===== src/rtl/gbar_responder.sv =====
// Global-barrier responder: round-robin arbitration of per-core arrivals, per-ID arrival
// masks, and a registered one-cycle release broadcast when the requested core count is met.
module gbar_responder #(
   parameter int unsigned NUM_CORES    = 4,
   parameter int unsigned NUM_BARRIERS = 8,
   parameter int unsigned NB_WIDTH     = (NUM_BARRIERS > 1) ? $clog2(NUM_BARRIERS) : 1,
   parameter int unsigned NC_WIDTH     = (NUM_CORES > 1) ? $clog2(NUM_CORES) : 1
) (
   input  logic                          clk,
   input  logic                          reset_n,
   input  logic [NUM_CORES-1:0]          req_valid,
   input  logic [NUM_CORES*NB_WIDTH-1:0] req_id,
   input  logic [NUM_CORES*NC_WIDTH-1:0] req_size_m1,
   output logic [NUM_CORES-1:0]          req_ready,
   output logic                          rsp_valid,
   output logic [NB_WIDTH-1:0]           rsp_id,
   output logic                          busy,
   output logic                          dup_err
);

   localparam int unsigned CW = NC_WIDTH + 1;
   typedef logic [CW-1:0] cnt_t;

   logic [NB_WIDTH-1:0]  w_req_id [NUM_CORES];
   logic [NC_WIDTH-1:0]  w_req_sz [NUM_CORES];

   for (genvar c = 0; c < NUM_CORES; c++) begin : g_unpack
      assign w_req_id[c] = req_id[c*NB_WIDTH +: NB_WIDTH];
      assign w_req_sz[c] = req_size_m1[c*NC_WIDTH +: NC_WIDTH];
   end

   logic [NC_WIDTH-1:0]  r_rr_ptr;
   logic [NUM_CORES-1:0] r_masks [NUM_BARRIERS];

   logic                 w_fire;
   logic [NC_WIDTH-1:0]  w_gnt_idx;
   logic [NUM_CORES-1:0] w_gnt_oh;

   // Search from the rr pointer upward with wrap; first valid core wins.
   always_comb begin
      cnt_t w_pos;
      w_fire    = 1'b0;
      w_gnt_idx = '0;
      w_gnt_oh  = '0;
      w_pos     = '0;
      for (int unsigned i = 0; i < NUM_CORES; i++) begin
         w_pos = cnt_t'({1'b0, r_rr_ptr}) + cnt_t'(i);
         if (w_pos >= cnt_t'(NUM_CORES)) w_pos = w_pos - cnt_t'(NUM_CORES);
         if (!w_fire && req_valid[w_pos[NC_WIDTH-1:0]]) begin
            w_fire                         = 1'b1;
            w_gnt_idx                      = w_pos[NC_WIDTH-1:0];
            w_gnt_oh[w_pos[NC_WIDTH-1:0]] = 1'b1;
         end
      end
   end

   assign req_ready = w_gnt_oh;

   logic [NB_WIDTH-1:0]  w_id;
   logic [NC_WIDTH-1:0]  w_sz;
   logic [NUM_CORES-1:0] w_cur_mask;
   logic [NUM_CORES-1:0] w_new_mask;
   logic                 w_dup;
   logic                 w_done;
   cnt_t                 w_cnt;

   assign w_id       = w_req_id[w_gnt_idx];
   assign w_sz       = w_req_sz[w_gnt_idx];
   assign w_cur_mask = r_masks[w_id];
   assign w_new_mask = w_cur_mask | w_gnt_oh;
   assign w_dup      = w_fire && ((w_cur_mask & w_gnt_oh) != '0);

   always_comb begin
      w_cnt = '0;
      for (int unsigned c = 0; c < NUM_CORES; c++) begin
         w_cnt = w_cnt + cnt_t'(w_new_mask[c]);
      end
   end

   // Completing arrival's size is authoritative; >= tolerates smaller later sizes.
   assign w_done = w_fire && !w_dup && (w_cnt >= (cnt_t'(w_sz) + cnt_t'(1)));

   logic [NUM_CORES-1:0] w_masks_d [NUM_BARRIERS];
   logic                 w_any_d;
   logic [NC_WIDTH-1:0]  w_rr_d;

   always_comb begin
      for (int unsigned b = 0; b < NUM_BARRIERS; b++) begin
         w_masks_d[b] = r_masks[b];
      end
      if (w_fire && !w_dup) begin
         w_masks_d[w_id] = w_done ? '0 : w_new_mask;
      end
      w_any_d = 1'b0;
      for (int unsigned b = 0; b < NUM_BARRIERS; b++) begin
         w_any_d = w_any_d | (|w_masks_d[b]);
      end
   end

   assign w_rr_d = (w_gnt_idx == NC_WIDTH'(NUM_CORES - 1)) ? '0 : w_gnt_idx + NC_WIDTH'(1);

   always_ff @(posedge clk or negedge reset_n) begin
      if (!reset_n) begin
         r_rr_ptr  <= '0;
         rsp_valid <= 1'b0;
         rsp_id    <= '0;
         busy      <= 1'b0;
         dup_err   <= 1'b0;
         for (int unsigned b = 0; b < NUM_BARRIERS; b++) begin
            r_masks[b] <= '0;
         end
      end else begin
         if (w_fire) r_rr_ptr <= w_rr_d;
         for (int unsigned b = 0; b < NUM_BARRIERS; b++) begin
            r_masks[b] <= w_masks_d[b];
         end
         rsp_valid <= w_done;
         if (w_done) rsp_id <= w_id;
         busy <= w_any_d;
         if (w_dup) dup_err <= 1'b1;
      end
   end

endmodule


===== config.mk =====
export PLATFORM = sky130hd
export DESIGN_NAME = gbar_responder
export DESIGN_NICKNAME = d
export VERILOG_FILES = /design/src/rtl/gbar_responder.sv
export SDC_FILE = /design/constraint.sdc
export NUM_CORES = 1
export LEC_CHECK = 0
export CORE_MARGIN = 4
export CORE_UTILIZATION = 25
export CTS_CLUSTER_DIAMETER = 100
export DETAILED_ROUTE_END_ITERATION = 16
export GPL_TIMING_DRIVEN = 0
export SYNTH_ARGS = -nofsm -noshare
export SYNTH_HDL_FRONTEND = slang
export SYNTH_SLANG_ARGS = --single-unit
export TNS_END_PERCENT = 20

===== constraint.sdc =====
create_clock -name clk -period 7.1 [get_ports clk]
set_input_delay 1.42 -clock clk [delete_from_list [all_inputs] [get_ports clk]]
set_output_delay 1.42 -clock clk [all_outputs]
set_load 0.01 [all_outputs]

== Yosys cells after proc, flatten, opt, wreduce, memory -nomap -nowiden ==
Index checks and enable logic that the tools add are counted.

* Register bits after elaboration: 40
* Bits of input ports: 26
* Output and inout port bits: 10

* $add $sub $neg: 12
* Order comparisons: 16
* Equality and inequality tests: 1
* Muxes and demuxes: 47
* Bitwise gates (word level): 14
* Reductions and logical operators: 24

{| class="wikitable"
|+ Operators with widths
! operator !! number
|-
| $bwmux 32 || 1
|-
| $mux 32 || 1
|-
| $mux 4 || 8
|-
| $reduce_or 4->1 || 8
|-
| $mux 2 || 11
|-
| $or 4x4->4 || 4
|-
| $bmux 4 s3 || 1
|-
| $demux 4 s3 || 1
|-
| $ge 3x3->1 const B || 4
|-
| $lt 2x3->1 const B || 4
|-
| $mux 1 || 12
|-
| $logic_and 1x1->1 || 11
|-
| $bmux 1 s2 || 4
|-
| $demux 1 s2 || 4
|-
| $ge 2x1->1 const B || 4
|-
| $sub 2x1->2 const B || 4
|-
| $or 1x1->1 || 7
|-
| $add 2x1->3 const B || 2
|-
| $add 2x2->3 const B || 2
|-
| $bmux 3 s2 || 1
|-
| $mux 3 || 2
|-
| $and 4x4->4 || 1
|-
| $bmux 2 s2 || 1
|-
| $ge 4x4->1 const B || 1
|-
| 12 further kinds || 15
|}

== Longest topological paths before layout ==
Gate-level depths: netlist of run 1.

* Depth in word-level cells: 39
* Gate-level depth with buffers: 34

== Least setup slack after synthesis of run 1 ==
OpenSTA, ideal clock, no wires.

* Path type: in2reg
* Start point: in req_valid[2]
* End point: reg busy
* Setup time: 0.134 ns
* Data arrival time: 6.298 ns
* Required time: 6.966 ns
* Setup slack: 0.668 ns
* Stages on the path: 26
* Buffers on the path: 3
* Cell sequence: mux4_2 > nor2b_1 > buf_6 > nor2_2 > mux2i_1 > or3_1 > buf_6 > buf_6 > a32o_1 > o32a_1 > a31o_2 > inv_1 > fa_1 > inv_1 > ha_1 > ha_1 > ha_1 > a21o_1 > a21o_1 > nor2_1 > nand2_1 > or2_2 > o2bb2ai_2 > or4_1 > nor4b_2 > nand3_1

{| class="wikitable"
|+ RTL lines
! what !! RTL line !! source
|-
| from (decl) || 11 || <nowiki>input logic [NUM_CORES-1:0] req_valid,</nowiki>
|-
| to (signal assigned) || 119 || <nowiki>busy <= w_any_d;</nowiki>
|-
| to (decl) || 17 || <nowiki>output logic busy,</nowiki>
|}

==> impl_metrics.yaml, run 1 <==
status:
  status: "finished clean"
floorplanning:
  io_pins: 36
  core_area_mm2: 0.01211
  die_y_um: 119.6
  chipWidth_um: 119.6
  start_util: 0.2570
  dieArea_mm2: 0.01430
  row_count: 40
timing:
  rsz0062_at_grt: "false"
  hold_ws_ns: 0.4735
  worst_pin_slew_ns: 0.5794
  drv_slew: 0
  setup_viol: 0
  fmax_mhz: 146.1
  min_period_ns: 6.847
  relSlewSlack: 0.6137
  fin_worst_skew_ns: 0.006805
  hold_viol_final: 0
  finalCritPeriodShare: 0.9643
  postLayoutSetupSlackWorst_ns: 0.2533
synthesis:
  synth_xor_area_frac: 0
  synth_compound_area_frac: 0.2440
  ys_seq_area_frac: 0.3215
  yosys.area.top_type: "dfrtp_1"
  ys_ff_latch: 40
  synth_area_mm2: 0.003113
  synth_edf_count: 0
  synth_common_cells: "dfrtp_1, nand2_1, and3_1, inv_1"
  synthArstFlopShare: 1.000
  yosys-top-cells-area: "dfrtp_1, ha_1, o2bb2ai_1, and3_1, nand2_1"
  synth.area.mux_share: 0.07998
  synth.avg_cell_area_um2: 9.520
  netlist_instances: 327
  synth.distinct_cells: 61
  synth_top_family_by_area: "compound AO/OA/AOI/OAI gates"
  synth.most_common_cell: "dfrtp_1"
  netlist.area_leader.share: 0.3215
  synth_nets: 368
  yosys.area_share.simple: 0.2251
  yosysWarnings: 0
  synth_fa_ha_area_frac: 0.06270
  ys.flop_type: "dfrtp_1"
setup_path:
  critPathCaptureType: "register"
  r2r-start: "r_rr_ptr[0]"
  critPathKind: "primary input to register"
  start_kind: "primary input"
  r2r_end: "busy"
  cp.arrival_ns: 7.01
  r2r_cells: 27
  worstPathRequired_ns: 7.26
  worst-path-max-fanout: 8
  ff2ff_setup_slack_ns: 0.40
placed_design:
  io_buffers: 35
  dp_slack_ns: -0.9153
  dp_cells: 531
  gp_congestion: 0.8811
  dpl.hpwl_um: 7185
global_route:
  grt.busiest_layer: "met2"
  grt_overflow: 0
  gr-usage-met3: 0.03252
  grt_pass1_wl_um: 15520
  grt_max_degree: 41
  antenna_found_initial: 0
  gr-usage-all-layers: 0.1356
  first_global_vias: 2934
  met2_usage: 0.2143
  met1_usage: 0.1825
cts:
  cts_hold_buffers: 0
  clockBufferDepth: 2
  htree_levels: 2
  numCtsBuffers: 5
  worstSkewPairLatency_ns: 0.29
  cts.sinks: 40
  clockRootBuffer: "clkbuf_16"
  clk_pin_slew_worst_paths_ns: 0.06
  cts_tree: "yes"
min_path:
  min_to: "dup_err"
  whs_path_depth: 1
  hold_start: "dup_err"
  hp-class: "register to register"
cells_and_area:
  areaGrowthSynthToFinish_pct: 30.59
  final_cells: 553
  regArea_mm2: 0.001002
  drive_above_1_share: 0.2338
  diodes: 0
  fillers: 1243
  multi_input_area_mm2: 0.002017
  final_nets: 425
route:
  ant_nets: 0
  via_count: 3004
  avgViaCountPerCell: 5.432
  drc: 0
  routedWlPerCell_um: 17.75
  dr.first_iter.drc_count: 287
  drtPass1Iterations: 5
  drt_wl_total_um: 9814
flow_run:
  drv_cap: 0
==> cell families after synthesis <==
kind of cell,count (synthesis)
and+or+nand+nor,123
AOI/OAI and AO/OA,93
DFF,40
buffers and inverters,37
muxes,19
adders and majority gates,15
==> timing repair <==
action | in CTS | in global routing
pin swaps | 3 | 13
setup endpoints to repair | 18 | 15
resized for setup | 14 | 31
buffers inserted | 5 | 7
gates cloned | 0 | 2
==> through the flow <==
step	setup TNS, ns	utilization	instance area [um^2]
after floorplan	0	-	3113
after global placement	-7.665	0.3033	3674
after detailed placement	-9.637	0.3045	3689
after CTS	0	0.3244	3929
after global routing	0	0.3356	4065
final	0	0.3356	4065
==> routing by layer <==
metal,part of all wire,wire [um],vias up
li1,-,-,1357
met1,0.45,4391,1503
met2,0.47,4584,124
met3,0.065,638,20
met4,0.020,199,0
met5,0,0,-
==> sequential cells by signal, summed over array words and instances (netlist names) <==
| register | flops |
|---|---|
| busy | 1 |
| rsp_id | 3 |
| r_masks | 32 |
| dup_err | 1 |
| r_rr_ptr | 2 |
| rsp_valid | 1 |
==> critical path: stages <==
cell and delay, ns:
clkbuf_2 0.13, mux4_2 0.48, nor2b_1 0.16, buf_6 0.14, o211a_1 0.23, a311oi_4 0.44, or2b_4 0.24, buf_6 0.12
a32o_1 0.16, o32a_1 0.17, a31o_2 0.21, inv_2 0.06, fa_1 0.53, inv_1 0.04, ha_1 0.19, ha_1 0.29
ha_1 0.28, a21o_1 0.10, a21o_1 0.19, nor2_4 0.09, nand2_2 0.12, or2_4 0.15, o2bb2ai_1 0.10, or4_4 0.56
nor4b_4 0.30, nand3_1 0.11
==> area by class of cell <==
| cell class | count | share of cell area |
|---|---|---|
| buffer | 18 | 0.03755 |
| clock buffer | 5 | 0.03078 |
| clock inverter | 3 | 0.01139 |
| inverter | 19 | 0.01754 |
| multi-input combinational | 251 | 0.4962 |
| sequential | 40 | 0.2465 |
| tap | 168 | 0.05171 |
| timing repair buffer | 49 | 0.1083 |
==> worst max path at each step <==
| stage | start | endpoint | slack, ns | depth (start not counted) |
|---|---|---|---|---|
| 2_1_floorplan | req_valid[2] | busy | 0.67 | 26 |
| 3_3_place_gp | req_valid[1] | busy | -0.90 | 26 |
| 3_5_place_dp | req_valid[1] | busy | -0.92 | 26 |
| 4_1_cts | r_rr_ptr[0] | busy | 0.03 | 29 |
| 5_1_grt | req_valid[1] | busy | 0.04 | 26 |
| 6_report | req_valid[1] | busy | 0.25 | 26 |
==> layout by cell type, fill, tap and decap left out, drive strengths merged, types with 3 or more instances in the layout <==
master	Yosys	routed
a21o	3	3
or3	3	3
mux4	3	3
clkdlybuf4s50	0	30
or4	9	9
or2	5	5
nor4	4	4
nand4	5	5
clkbuf	7	15
mux2	8	8
a221o	4	4
dfrtp	40	40
inv	19	20
a32o	6	6
nand2b	3	3
nand3	10	10
nor3	3	3
o2bb2ai	19	19
a21boi	3	3
nand2	32	32
nor2	20	20
a31oi	3	3
buf	11	27
o32a	5	5
o31ai	4	4
a211o	6	6
ha	14	14
a21oi	3	3
o21a	4	4
a22oi	4	4
and2	4	4
o21ai	16	16
and3	19	19
mux2i	8	8
Power of run 1 is left out: the tool's default activity adds up to more than one toggle a clock period on the data nets, which glitch-free logic cannot reach.
==> inputs of run 2 (changes only) <==
--- a/config.mk
+++ b/config.mk
@@ -10,6 +10,7 @@
 export CTS_CLUSTER_DIAMETER = 100
 export DETAILED_ROUTE_END_ITERATION = 16
 export GPL_TIMING_DRIVEN = 0
+export PLACE_DENSITY = 0.49
 export SYNTH_ARGS = -nofsm -noshare
 export SYNTH_HDL_FRONTEND = slang
 export SYNTH_SLANG_ARGS = --single-unit
==> run 2 against run 1 <==
Non-clock buffer count fell by 2; sequential share of layout area up 0.42 points; global-route usage is essentially flat; critical path type unchanged.
==> impl_metrics.yaml, run 2 (synthesis gave the netlist of run 1 again) <==
status:
  status: "finished clean"
global_route:
  antenna_found_initial: 0
  grt_max_degree: 26
  first_global_vias: 2799
  gr-usage-all-layers: 0.1360
  grt_overflow: 0
  grt_pass1_wl_um: 15460
floorplanning:
  chipWidth_um: 119.6
  die_y_um: 119.6
  io_pins: 36
  core_area_mm2: 0.01211
  start_util: 0.2570
  row_count: 40
  dieArea_mm2: 0.01430
cts:
  cts_tree: "yes"
  htree_levels: 2
  cts.sinks: 40
  worstSkewPairLatency_ns: 0.29
  clk_pin_slew_worst_paths_ns: 0.06
  cts_hold_buffers: 0
  numCtsBuffers: 5
  clockBufferDepth: 2
  clockRootBuffer: "clkbuf_16"
route:
  ant_nets: 0
  routedWlPerCell_um: 17.83
  via_count: 2871
  drc: 0
  dr.first_iter.drc_count: 226
  avgViaCountPerCell: 5.230
  drtPass1Iterations: 5
  drt_wl_total_um: 9791
setup_path:
  cp.arrival_ns: 6.96
  crit_path_max_incr_delay_ns: 0.57
  crit_slowest_cell: "or4_4"
  worst-path-max-fanout: 8
  worstPathRequired_ns: 7.25
  critPathKind: "primary input to register"
  start_kind: "primary input"
  critPathBufInv: 5
  crit_family: "simple AND/OR/NAND/NOR gates"
  cpMostUsedCell: "ha_1"
  critPathCaptureType: "register"
timing:
  hold_viol_final: 0
  hold_ws_ns: 0.4685
  setup_viol: 0
  fin_worst_skew_ns: 0.006627
  finalSetupTns_ns: 0
  worst_pin_slew_ns: 0.6411
  drv_slew: 0
  postLayoutSetupSlackWorst_ns: 0.2947
  fmax_mhz: 146.9
  finalCritPeriodShare: 0.9585
  min_period_ns: 6.805
  relSlewSlack: 0.5726
placed_design:
  dp_slack_ns: -1.066
  io_buffers: 35
  gp_congestion: 0.8493
  dpl.hpwl_um: 7550
cells_and_area:
  regArea_mm2: 0.001002
  final_cell_mix: "dfrtp_1, clkdlybuf4s50_1, nand2_1, and3_1"
  diodes: 0
  fillers: 1286
  layout_commonest_cell: "dfrtp_1"
  biggestRegsByFlops: "r_masks (32), rsp_id (3), r_rr_ptr (2)"
  largest_reg_flops: 32
  final_nets: 422
  areaGrowthSynthToFinish_pct: 28.42
  regMostFlops: "r_masks"
  postLayoutCoreUtil: 0.3301
  multi_input_area_mm2: 0.001997
  drive_above_1_share: 0.2178
min_path:
  hp-class: "register to register"
flow_run:
  drv_cap: 0
run 2: worst paths after layout:
path                               end  slack [ns]  cells past startpoint         start
max                               busy        0.29                     26  req_valid[1]
min                            dup_err        0.47                      1       dup_err
max reg2reg                       busy        0.43                     29   r_rr_ptr[0]
min reg2reg                    dup_err        0.47                      1       dup_err
max in group asynchronous  r_rr_ptr[1]        5.56                      2       reset_n
min in group asynchronous    rsp_id[2]        1.07                      1       reset_n
run 2: per-layer routing:
| layer | track usage | up-vias | routed length [um] |
|---|---|---|---|
| met5 | 0 | - | 0 |
| met4 | 0.04009 | 0 | 224 |
| met3 | 0.01979 | 17 | 526 |
| met2 | 0.2193 | 93 | 4578 |
| met1 | 0.1890 | 1398 | 4461 |
| li1 | - | 1363 | - |
run 2: cell type report:
type                       count  share of cell area
buffer                        18             0.03631
clock buffer                   6             0.03224
clock inverter                 1            0.001252
inverter                      19             0.01784
multi-input combinational    250              0.4995
sequential                    40              0.2507
tap                          168             0.05258
timing repair buffer          47              0.1095
run 2: through the flow:
stage,instances,instance area [um^2]
after floorplan,327,3113
after global placement,530,3674
after detailed placement,531,3689
after CTS,545,3909
after global routing,549,3998
final,549,3998
run 2: timing repair:
item / 4_1_cts / 5_1_grt
pin swaps: 6 / 8
cloned: 0 / 1
setup endpoints to repair: 28 / 2
buffers inserted: 7 / 3
resized for setup: 15 / 24
Power of run 2 is left out for the same reason.
==> inputs of run 3 (changes only) <==
--- a/config.mk
+++ b/config.mk
@@ -8,6 +8,7 @@
 export CORE_MARGIN = 4
 export CORE_UTILIZATION = 25
 export CTS_CLUSTER_DIAMETER = 100
+export CTS_CLUSTER_SIZE = 25
 export DETAILED_ROUTE_END_ITERATION = 16
 export GPL_TIMING_DRIVEN = 0
 export PLACE_DENSITY = 0.49
==> results of run 3 <==
Same layout as run 2: the final DEF is identical, and so are final timing and power.
Power of run 3 is left out for the same reason.
